**src/rtl/ex_pkg.sv**
```systemverilog
// ============================================================================
// Module : ex_pkg
// Brief  : Shared opcodes, FSM state and control-bundle types for the EX stage.
// Rev    : 1.0  initial release
// ============================================================================
`default_nettype none

package ex_pkg;

    localparam logic [2:0] c_op_add = 3'd0;
    localparam logic [2:0] c_op_sub = 3'd1;
    localparam logic [2:0] c_op_and = 3'd2;
    localparam logic [2:0] c_op_or  = 3'd3;
    localparam logic [2:0] c_op_xor = 3'd4;
    localparam logic [2:0] c_op_sll = 3'd5;
    localparam logic [2:0] c_op_srl = 3'd6;
    localparam logic [2:0] c_op_mul = 3'd7;

    typedef enum logic [0:0] {
        S_IDLE = 1'b0,
        S_RUN  = 1'b1
    } state_t;

    typedef struct packed {
        logic reg_write;
        logic branch;
        logic mem_read;
        logic mem_write;
        logic mem_to_reg;
        logic mov;
    } ctrl_t;

    localparam ctrl_t c_ctrl_bubble = '0;

endpackage

`default_nettype wire

```
**src/rtl/mul_iter.sv**
```systemverilog
// ============================================================================
// Module : mul_iter
// Brief  : Iterative shift-add multiplier, one partial product per step.
// Rev    : 1.0  initial release
// ============================================================================
`default_nettype none

module mul_iter #(
    parameter int DATA_WIDTH = 16
) (
    input  logic                  clk,
    input  logic                  rst,
    input  logic                  i_start,
    input  logic                  i_run,
    input  logic                  i_abort,
    input  logic                  i_hold,
    input  logic [DATA_WIDTH-1:0] i_a,
    input  logic [DATA_WIDTH-1:0] i_b,
    output logic                  o_done,
    output logic [DATA_WIDTH-1:0] o_product
);

    localparam int c_cnt_w = $clog2(DATA_WIDTH);

    logic [DATA_WIDTH-1:0] r_a;
    logic [DATA_WIDTH-1:0] r_b;
    logic [DATA_WIDTH-1:0] r_acc;
    logic [c_cnt_w-1:0]    r_cnt;

    logic                  w_step;
    logic                  w_last;
    logic [DATA_WIDTH-1:0] w_partial;

    assign w_step    = i_run & ~i_abort & ~i_hold;
    assign w_last    = (r_cnt == c_cnt_w'(DATA_WIDTH - 1));
    assign w_partial = r_b[r_cnt] ? (r_a << r_cnt) : '0;
    // On the final step this sum is the full (truncated) product.
    assign o_product = r_acc + w_partial;
    assign o_done    = w_step & w_last;

    always_ff @(posedge clk) begin
        if (rst) begin
            r_a   <= '0;
            r_b   <= '0;
            r_acc <= '0;
            r_cnt <= '0;
        end else if (i_abort) begin
            r_acc <= '0;
            r_cnt <= '0;
        end else if (i_start) begin
            r_a   <= i_a;
            r_b   <= i_b;
            r_acc <= '0;
            r_cnt <= '0;
        end else if (w_step) begin
            if (w_last) begin
                r_acc <= '0;
                r_cnt <= '0;
            end else begin
                r_acc <= o_product;
                r_cnt <= r_cnt + 1'b1;
            end
        end
    end

endmodule

`default_nettype wire

```
**src/rtl/ex_stage_mc.sv**
```systemverilog
// ============================================================================
// Module : ex_stage_mc
// Brief  : Execute stage with forwarding, single-cycle ALU, multi-cycle MUL.
// Rev    : 1.0  initial release
// ============================================================================
`default_nettype none

module ex_stage_mc
    import ex_pkg::*;
#(
    parameter int DATA_WIDTH  = 16,
    parameter int ADDR_WIDTH  = 8,
    parameter int IMM8_WIDTH  = 8,
    parameter int REG_WIDTH   = 4,
    parameter int ALUOP_WIDTH = 3
) (
    input  logic                   clk,
    input  logic                   rst,
    input  logic [ADDR_WIDTH-1:0]  PCE_i,
    input  logic [DATA_WIDTH-1:0]  r1_data_r_i,
    input  logic [DATA_WIDTH-1:0]  r2_data_r_i,
    input  logic [IMM8_WIDTH-1:0]  imm8E_i,
    input  logic [REG_WIDTH-1:0]   rsE_i,
    input  logic [REG_WIDTH-1:0]   rtE_i,
    input  logic [REG_WIDTH-1:0]   rdE_i,
    input  logic [ALUOP_WIDTH-1:0] ALUopE_i,
    input  logic                   ALUSrcE_i,
    input  logic                   RegWriteE_i,
    input  logic                   BranchE_i,
    input  logic                   MemReadE_i,
    input  logic                   MemWriteE_i,
    input  logic                   MemToRegE_i,
    input  logic                   MovE_i,
    input  logic                   RegDstE_i,
    input  logic [DATA_WIDTH-1:0]  WBResultM_i,
    input  logic [DATA_WIDTH-1:0]  ResultW_i,
    input  logic [1:0]             alu_src1_i,
    input  logic [1:0]             alu_src2_i,
    input  logic                   flush_EX_MEM_i,
    input  logic                   stall_EX_MEM_i,
    output logic                   busy_o,
    output logic [ADDR_WIDTH-1:0]  PCM_o,
    output logic [DATA_WIDTH-1:0]  WriteDataM_o,
    output logic [IMM8_WIDTH-1:0]  imm8M_o,
    output logic [REG_WIDTH-1:0]   rsM_o,
    output logic [REG_WIDTH-1:0]   WriteRegM_o,
    output logic [DATA_WIDTH-1:0]  alu_outM_o,
    output logic                   ZeroM_o,
    output logic                   RegWriteM_o,
    output logic                   BranchM_o,
    output logic                   MemReadM_o,
    output logic                   MemWriteM_o,
    output logic                   MemToRegM_o,
    output logic                   MovM_o
);

    localparam int c_shw = $clog2(DATA_WIDTH);

    state_t                r_state;
    state_t                w_state_nxt;
    logic                  w_accept;
    logic                  w_bubble;
    logic                  w_load_alu;
    logic                  w_load_mul;
    logic                  w_mul_done;
    logic [DATA_WIDTH-1:0] w_mul_product;

    logic [DATA_WIDTH-1:0] w_op1;
    logic [DATA_WIDTH-1:0] w_fwd2;
    logic [DATA_WIDTH-1:0] w_op2;
    logic [DATA_WIDTH-1:0] w_alu;
    logic [REG_WIDTH-1:0]  w_wreg_e;
    ctrl_t                 w_ctrl_e;
    logic                  w_unused;

    // Fields captured when a MUL is accepted; the live ID/EX inputs are ignored afterwards.
    logic [ADDR_WIDTH-1:0] r_l_pc;
    logic [DATA_WIDTH-1:0] r_l_wdata;
    logic [IMM8_WIDTH-1:0] r_l_imm;
    logic [REG_WIDTH-1:0]  r_l_rs;
    logic [REG_WIDTH-1:0]  r_l_wreg;
    ctrl_t                 r_l_ctrl;

    logic [ADDR_WIDTH-1:0] w_src_pc;
    logic [DATA_WIDTH-1:0] w_src_wdata;
    logic [IMM8_WIDTH-1:0] w_src_imm;
    logic [REG_WIDTH-1:0]  w_src_rs;
    logic [REG_WIDTH-1:0]  w_src_wreg;
    logic [DATA_WIDTH-1:0] w_src_res;
    ctrl_t                 w_src_ctrl;

    logic [ADDR_WIDTH-1:0] r_pc;
    logic [DATA_WIDTH-1:0] r_wdata;
    logic [IMM8_WIDTH-1:0] r_imm;
    logic [REG_WIDTH-1:0]  r_rs;
    logic [REG_WIDTH-1:0]  r_wreg;
    logic [DATA_WIDTH-1:0] r_res;
    logic                  r_zero;
    ctrl_t                 r_ctrl;

    assign w_unused = ^rtE_i;
    assign w_ctrl_e = {RegWriteE_i, BranchE_i, MemReadE_i, MemWriteE_i, MemToRegE_i, MovE_i};
    assign w_wreg_e = RegDstE_i ? rsE_i : rdE_i;

    always_comb begin
        w_op1  = r1_data_r_i;
        w_fwd2 = r2_data_r_i;
        case (alu_src1_i)
            2'd1:    w_op1 = WBResultM_i;
            2'd2:    w_op1 = ResultW_i;
            default: w_op1 = r1_data_r_i;
        endcase
        case (alu_src2_i)
            2'd1:    w_fwd2 = WBResultM_i;
            2'd2:    w_fwd2 = ResultW_i;
            default: w_fwd2 = r2_data_r_i;
        endcase
        w_op2 = ALUSrcE_i ? {{(DATA_WIDTH-IMM8_WIDTH){imm8E_i[IMM8_WIDTH-1]}}, imm8E_i} : w_fwd2;
    end

    always_comb begin
        w_alu = '0;
        case (ALUopE_i)
            c_op_add: w_alu = w_op1 + w_op2;
            c_op_sub: w_alu = w_op1 - w_op2;
            c_op_and: w_alu = w_op1 & w_op2;
            c_op_or:  w_alu = w_op1 | w_op2;
            c_op_xor: w_alu = w_op1 ^ w_op2;
            c_op_sll: w_alu = w_op1 << w_op2[c_shw-1:0];
            c_op_srl: w_alu = w_op1 >> w_op2[c_shw-1:0];
            default:  w_alu = '0;
        endcase
    end

    mul_iter #(
        .DATA_WIDTH (DATA_WIDTH)
    ) u_mul_iter (
        .clk       (clk),
        .rst       (rst),
        .i_start   (w_accept),
        .i_run     (r_state == S_RUN),
        .i_abort   (flush_EX_MEM_i),
        .i_hold    (stall_EX_MEM_i),
        .i_a       (w_op1),
        .i_b       (w_op2),
        .o_done    (w_mul_done),
        .o_product (w_mul_product)
    );

    always_comb begin
        w_state_nxt = r_state;
        busy_o      = 1'b0;
        w_accept    = 1'b0;
        w_bubble    = 1'b0;
        w_load_alu  = 1'b0;
        w_load_mul  = 1'b0;
        if (!rst) begin
            case (r_state)
                S_IDLE: begin
                    if (flush_EX_MEM_i) begin
                        w_bubble = 1'b1;
                    end else if (!stall_EX_MEM_i) begin
                        if (ALUopE_i == c_op_mul) begin
                            busy_o      = 1'b1;
                            w_accept    = 1'b1;
                            w_bubble    = 1'b1;
                            w_state_nxt = S_RUN;
                        end else begin
                            w_load_alu = 1'b1;
                        end
                    end
                end
                S_RUN: begin
                    if (flush_EX_MEM_i) begin
                        w_bubble    = 1'b1;
                        w_state_nxt = S_IDLE;
                    end else if (stall_EX_MEM_i) begin
                        busy_o = 1'b1;
                    end else if (w_mul_done) begin
                        w_load_mul  = 1'b1;
                        w_state_nxt = S_IDLE;
                    end else begin
                        busy_o   = 1'b1;
                        w_bubble = 1'b1;
                    end
                end
                default: w_state_nxt = S_IDLE;
            endcase
        end
    end

    always_ff @(posedge clk) begin
        if (rst) begin
            r_state <= S_IDLE;
        end else begin
            r_state <= w_state_nxt;
        end
    end

    always_ff @(posedge clk) begin
        if (rst) begin
            r_l_pc    <= '0;
            r_l_wdata <= '0;
            r_l_imm   <= '0;
            r_l_rs    <= '0;
            r_l_wreg  <= '0;
            r_l_ctrl  <= c_ctrl_bubble;
        end else if (w_accept) begin
            r_l_pc    <= PCE_i;
            r_l_wdata <= w_op1;
            r_l_imm   <= imm8E_i;
            r_l_rs    <= rsE_i;
            r_l_wreg  <= w_wreg_e;
            r_l_ctrl  <= w_ctrl_e;
        end
    end

    always_comb begin
        w_src_pc    = PCE_i;
        w_src_wdata = w_op1;
        w_src_imm   = imm8E_i;
        w_src_rs    = rsE_i;
        w_src_wreg  = w_wreg_e;
        w_src_res   = w_alu;
        w_src_ctrl  = w_ctrl_e;
        if (w_load_mul) begin
            w_src_pc    = r_l_pc;
            w_src_wdata = r_l_wdata;
            w_src_imm   = r_l_imm;
            w_src_rs    = r_l_rs;
            w_src_wreg  = r_l_wreg;
            w_src_res   = w_mul_product;
            w_src_ctrl  = r_l_ctrl;
        end
    end

    always_ff @(posedge clk) begin
        if (rst || w_bubble) begin
            r_pc    <= '0;
            r_wdata <= '0;
            r_imm   <= '0;
            r_rs    <= '0;
            r_wreg  <= '0;
            r_res   <= '0;
            r_zero  <= 1'b0;
            r_ctrl  <= c_ctrl_bubble;
        end else if (w_load_alu || w_load_mul) begin
            r_pc    <= w_src_pc;
            r_wdata <= w_src_wdata;
            r_imm   <= w_src_imm;
            r_rs    <= w_src_rs;
            r_wreg  <= w_src_wreg;
            r_res   <= w_src_res;
            r_zero  <= (w_src_res == '0);
            r_ctrl  <= w_src_ctrl;
        end
    end

    assign PCM_o        = r_pc;
    assign WriteDataM_o = r_wdata;
    assign imm8M_o      = r_imm;
    assign rsM_o        = r_rs;
    assign WriteRegM_o  = r_wreg;
    assign alu_outM_o   = r_res;
    assign ZeroM_o      = r_zero;
    assign RegWriteM_o  = r_ctrl.reg_write;
    assign BranchM_o    = r_ctrl.branch;
    assign MemReadM_o   = r_ctrl.mem_read;
    assign MemWriteM_o  = r_ctrl.mem_write;
    assign MemToRegM_o  = r_ctrl.mem_to_reg;
    assign MovM_o       = r_ctrl.mov;

endmodule

`default_nettype wire

```
**config.mk**
```make
export PLATFORM = sky130hd
export DESIGN_NAME = ex_stage_mc
export DESIGN_NICKNAME = d
export VERILOG_FILES = /design/src/rtl/ex_pkg.sv /design/src/rtl/mul_iter.sv /design/src/rtl/ex_stage_mc.sv
export SDC_FILE = /design/constraint.sdc
export NUM_CORES = 1
export LEC_CHECK = 0
export ABC_AREA = 1
export CORE_ASPECT_RATIO = 1.2
export CORE_MARGIN = 2
export CORE_UTILIZATION = 60
export DETAILED_ROUTE_END_ITERATION = 8
export GPL_TIMING_DRIVEN = 0
export PLACE_DENSITY = 0.87
export SYNTH_ARGS = -nofsm -noshare
export SYNTH_HDL_FRONTEND = slang
export SYNTH_SLANG_ARGS = --single-unit
```
**constraint.sdc**
```tcl
create_clock -name clk -period 6.8 [get_ports clk]
set_input_delay 1.02 -clock clk [delete_from_list [all_inputs] [get_ports clk]]
set_output_delay 1.02 -clock clk [all_outputs]
set_load 0.01 [all_outputs]
```
# After elaboration in Yosys (flattened, before gate mapping)
# Cells that the tools add are included.
word_totals:
  out_inout_bits: 64
  in_bits: 111
  ff_bits: 162
op_classes:
  shift: 3
  n_lt_le_gt_ge: 1
  n_mux: 42
  n_eq_ne: 12
  add_sub_neg: 4
  bitwise_logic: 9
  reduce_logical: 6
ops:
  columns: ["op", "n"]
  rows:
  - ["$pmux 16 s7", 1]
  - ["$mux 16", 5]
  - ["$pmux 16 s2", 2]
  - ["$add 16x16->16", 2]
  - ["$shl 16x4->16", 2]
  - ["$mux 1", 24]
  - ["$and 16x16->16", 1]
  - ["$logic_not 16->1", 1]
  - ["$mux 4", 4]
  - ["$mux 8", 2]
  - ["$or 16x16->16", 1]
  - ["$shr 16x4->16", 1]
  - ["$sub 16x16->16", 1]
  - ["$xor 16x16->16", 1]
  - ["$eq 3x3->1 const B", 4]
  - ["$eq 3x2->1 const B", 2]
  - ["$mux 6", 1]
  - ["$lt 4x5->1 const B", 1]
  - ["$add 4x1->4 const B", 1]
  - ["$bmux 1 s4", 1]
  - ["$eq 2x1->1 const B", 2]
  - ["$eq 2x2->1 const B", 2]
  - ["$eq 4x4->1 const B", 1]
  - ["$pmux 1 s2", 2]
  - ["other kinds (7)", 12]

# Logic depth before layout (Yosys ltp)
depth:
  word_depth: 11
  depth_mapped: 35

# Cells and area by module
# A second synthesis with hierarchy kept.
unflattened:
  cells_unflattened: 1972
  area_unflattened_um2: 12419.4
by_module_without_submodules:
  columns: ["module", "area_per_inst_um2", "cells_per_inst", "instances"]
  rows:
  - ["ex_stage_mc", 8912.3, 1418, 1]
  - ["mul_iter", 3507.1, 554, 1]

# Worst setup path after synthesis
# Ideal clock, no wire load.
synth_path:
  path_type: "in2reg"
  startpoint: "input port alu_src2_i[0]"
  endpoint: "register r_zero, in the netlist ZeroM_o"
  slack_ns: 2.134
  t_arrival_ns: 4.596
  path_stages: 31
  n_path_buf: 3
  cell_sequence: "inv_1 ha_1 buf_6 a21oi_1 nand2_1 nand2_2 buf_4 buf_2 ha_1 inv_1 nor3_4 inv_2 nor3_2 nand4_1 nor3_2 or2_2 xor2_1 ha_1 a21oi_1 nor3_1 nor3_1 o21ai_0 a21oi_1 nand3_1 nand3_1 nand2_1 nand2_1 nand2_1 nor2_1 nand4_1 a21oi_1"
synth_via:
  elab_chain_len: 7
  word_cells_on_any_way: 14
synth_lines:
  columns: ["element", "line_no", "rtl"]
  rows:
  - ["from (decl)", "ex_stage_mc.sv:38", "input logic [1:0] alu_src2_i,"]
  - ["$eq 2x2->1 or $eq 2x1->1 (tied branches)", "ex_stage_mc.sv:113", "case (alu_src2_i)"]
  - ["$pmux 16 s2 (*)", "ex_stage_mc.sv:113", null]
  - ["$mux 16 (*)", "ex_stage_mc.sv:118", "w_op2 = ALUSrcE_i ? {{(DATA_WIDTH-IMM8_WIDTH){imm8E_i[IMM8_WIDTH-1]}}, imm8E_i} : w_fwd2;"]
  - ["$sub 16x16->16 (tied with other cells)", "ex_stage_mc.sv:125", "c_op_sub: w_alu = w_op1 - w_op2;"]
  - ["$pmux 16 s7 (*)", "ex_stage_mc.sv:123", "case (ALUopE_i)"]
  - ["$mux 16 (*)", "ex_stage_mc.sv:226", "if (w_load_mul) begin"]
  - ["$logic_not 16->1 (*)", "ex_stage_mc.sv:254", "r_zero <= (w_src_res == '0);"]
  - ["to (signal assigned)", "ex_stage_mc.sv:254", null]
  - ["to (decl)", "ex_stage_mc.sv:98", "logic r_zero;"]
# Every way passes the cells marked *; elsewhere a longest branch is shown, timed or not.
# A chain may end at the register's enable or synchronous reset.

# Worst setup path in the final report
# Ends and elaborated chain as after synthesis.

==> impl_metrics.csv <==
group,metric,value,unit
timing,fin_crit,6.04,ns
synth,synth_seq_cells,162,
final_layout,final_nets,2323,
clocking,path_clk_slew,0.07,ns
die,coreArea,0.0201,sq mm
placed_design,routabilityCongestion,1.06,
placed_design,place_ws,0.538,ns
synth,ys_seq_area_frac,0.265,
timing,setup_viol,0,
final_layout,nFillCells,1563,
drt,post_drt_wl_per_cell,19.4,um
setup_path,ff2ff_path_depth,21,
clocking,htree_levels,4,
timing,fin_crit_sh,0.888,
setup_path,r2r_slack,2.56,ns
timing,drv_slew,0,
clocking,postCtsSetupRepairBufs,0,
setup_path,required,7.17,ns
final_layout,diodes,0,
timing,fin_tns_setup,0,ns
min_path,hp-class,"flip-flop to flip-flop",
timing,layout_setup_ws,0.762,ns
global_route,grt_max_degree,21,
setup_path,cp_max_fo,11,
clocking,post_cts_resized,0,
drt,routed_wl,46900,um
drt,firstDrtPassIters,7,
placed_design,port_buffers,168,
setup_path,slowest_delay,0.49,ns
power,power.density,195,mW/mm^2
power,vdd_drop_max,0.188,mV
final_layout,multi_input_area,0.00772,sq mm
global_route,grt_pass1_vias,14200,
setup_path,endpoint_kind,"flip-flop",
power,leakagePower,6.66,nW
timing,hold_violations,0,
drt,drtIter0Drc,1856,
drt,vias,14900,
synth,ys_types,59,
drt,drcViolationCount,0,
die,die_h,160,um
synth,syn_area,0.0122,sq mm
timing,grt_setup_unrepaired,"no",
drt,ant_nets,0,
clocking,cts_buffer_depth,2,
clocking,root_buffer,"clkbuf_16",
clocking,numCtsBuffers,17,
outcome,outcome,"finished, final reports clean",
synth,yosysWarningCount,0,
setup_path,arrival,6.41,ns
timing,worst_slew_pin_slew,0.995,ns
final_layout,layout_commonest_cell,"nand2_1",
setup_path,crit_type,"primary input to flip-flop",
setup_path,critPathSlowestCell,"clkdlybuf4s50_1",
min_path,hold_start,"WriteRegM_o[2]",
timing,finalClockSkew,0.0149,ns
global_route,grt_pass1_wl,72700,um
die,rows,57,
run,maxCapViolations,0,
placed_design,hpwl,35600,um
die,die_x,134,um
setup_path,startpoint_type,"primary input",
die,die-area,0.0216,sq mm
clocking,cts_hold_buf,0,
clocking,cts.sinks,162,
die,io_pins,175,
placed_design,placed_area,0.0142,sq mm
clocking,cts_tree,"yes",
synth,syn-num-nets,2136,
final_layout,seq_area,0.00324,sq mm
timing,max_freq,166,MHz
min_path,holdPathStages,2,
final_layout,area_growth,21.9,%
drt,via_per_inst,6.18,
synth,syn_inst,1952,
clocking,clk_latency,0.45,ns
synth,avgSynthCellArea,6.27,sq um
setup_path,reg2reg_to,"ZeroM_o",
final_layout,drive_above_1_share,0.0641,
timing,slew_headroom,0.331,
final_layout,final_cell_area,0.0149,sq mm
die,start_util,0.608,
global_route,grt_usage,0.428,
final_layout,final_cell_mix,"616 x nand2_1, 260 x nand3_1, 173 x inv_1",
global_route,grt_antenna_before_repair,0,
min_path,whs_endpoint,"WriteRegM_o[2]",
setup_path,timing.rr.start,"u_mul_iter.r_cnt[0]",
global_route,grt_overflow,0,
power,power,0.00290,W
-- worst max path at each step --
stage	start	endpoint	slack, ns	depth (start not counted)
6_report	alu_src2_i[0]	ZeroM_o	0.76	33
5_1_grt	alu_src2_i[0]	ZeroM_o	0.62	34
3_5_place_dp	alu_src2_i[0]	ZeroM_o	0.54	33
3_3_place_gp	alu_src2_i[0]	ZeroM_o	0.61	33
2_1_floorplan	alu_src2_i[0]	ZeroM_o	2.13	31
4_1_cts	alu_src2_i[0]	ZeroM_o	0.98	33
-- report_power, final --
part | total (W) | switching [W] | leakage [nW] | internal, W
Sequential | 0.000966 | 0.00000716 | 1.31 | 0.000959
Combinational | 0.000895 | 0.000590 | 5.04 | 0.000305
Clock | 0.00104 | 0.000499 | 0.313 | 0.000542
-- synthesized netlist by cell type, drive strengths merged --
master	number	area, sq um
a211oi	1	7.51
a21boi	6	48.8
a21o	3	22.5
a21oi	110	551
a221oi	8	70.1
a22o	1	8.76
a22oi	2	15.0
a2bb2oi	2	17.5
a311oi	2	17.5
a31oi	47	294
a32o	1	10.0
and2	2	12.5
and3	2	12.5
buf	53	372
clkbuf	49	184
clkinv	5	18.8
dfxtp	162	3240
fa	2	40.0
ha	71	888
inv	185	699
mux2i	4	40.0
nand2	633	2430
nand3	267	1370
nand3b	3	22.5
nand4	11	68.8
nor2	100	413
nor3	18	128
nor3b	1	7.51
nor4	1	6.26
o2111ai	1	8.76
o211ai	16	120
o21a	2	15.0
o21ai	121	609
o21bai	10	75.1
o221ai	2	17.5
o22ai	1	6.26
o31ai	2	15.0
or2	19	119
xnor2	4	35.0
xor2	22	193
-- cells by family (layout without fill, tap and decap cells) --
logic type                 count (synthesis)  in the layout  synth area share
xor gates and xnor gates                  26             26            0.0186
and+or+nand+nor                         1057           1057             0.375
buffers and inverters                    292            492             0.104
adders and majority gates                 73             73            0.0759
muxes                                      4              4           0.00327
DFF                                      162            162             0.265
AOI/OAI and AO/OA                        338            338             0.158
-- worst max-delay path, delay by kind of cell --
kind	cells	cell delay (ns)
adders and majority gates	3	0.85
and+or+nand+nor	15	1.91
xor gates and xnor gates	1	0.25
buffers and inverters	9	1.56
AOI/OAI and AO/OA	5	0.80
-- area by class of cell --
type / count / area share
inverters: 190 / 0.0482
plain buffers: 102 / 0.0373
clock inverters: 15 / 0.0158
multi-input cells: 1498 / 0.518
repair buffers: 168 / 0.113
flip-flops and latches: 162 / 0.218
clock buffers: 17 / 0.0285
well taps: 265 / 0.0222
-- state kept, by name, summed over array words and instances, names as in the netlist, 4 cells and up --
signal	flops
WriteDataM_o	16
alu_outM_o	16
r_l_wdata	16
u_mul_iter.r_a	16
u_mul_iter.r_acc	16
u_mul_iter.r_b	16
PCM_o	8
imm8M_o	8
r_l_imm	8
r_l_pc	8
r_l_ctrl	6
WriteRegM_o	4
r_l_rs	4
r_l_wreg	4
rsM_o	4
u_mul_iter.r_cnt	4
-- through the flow --
stage | util | cells | hold slack [ns]
floorplan | - | 1952 | 0.445
global placement | 0.709 | 2385 | 0.451
detailed placement | 0.709 | 2385 | 0.457
CTS | 0.741 | 2417 | 0.467
global route | 0.741 | 2417 | 0.490
finish | 0.741 | 2417 | 0.468
-- per-layer routing --
metal	vias up	GRT usage	part of all wire
met2	1073	0.718	0.47
li1	6815	-	-
met3	268	0.0833	0.10
met4	0	0.286	0.076
met5	-	0	0
met1	6784	0.491	0.35
No activity file was read; power rests on OpenSTA's default activity.
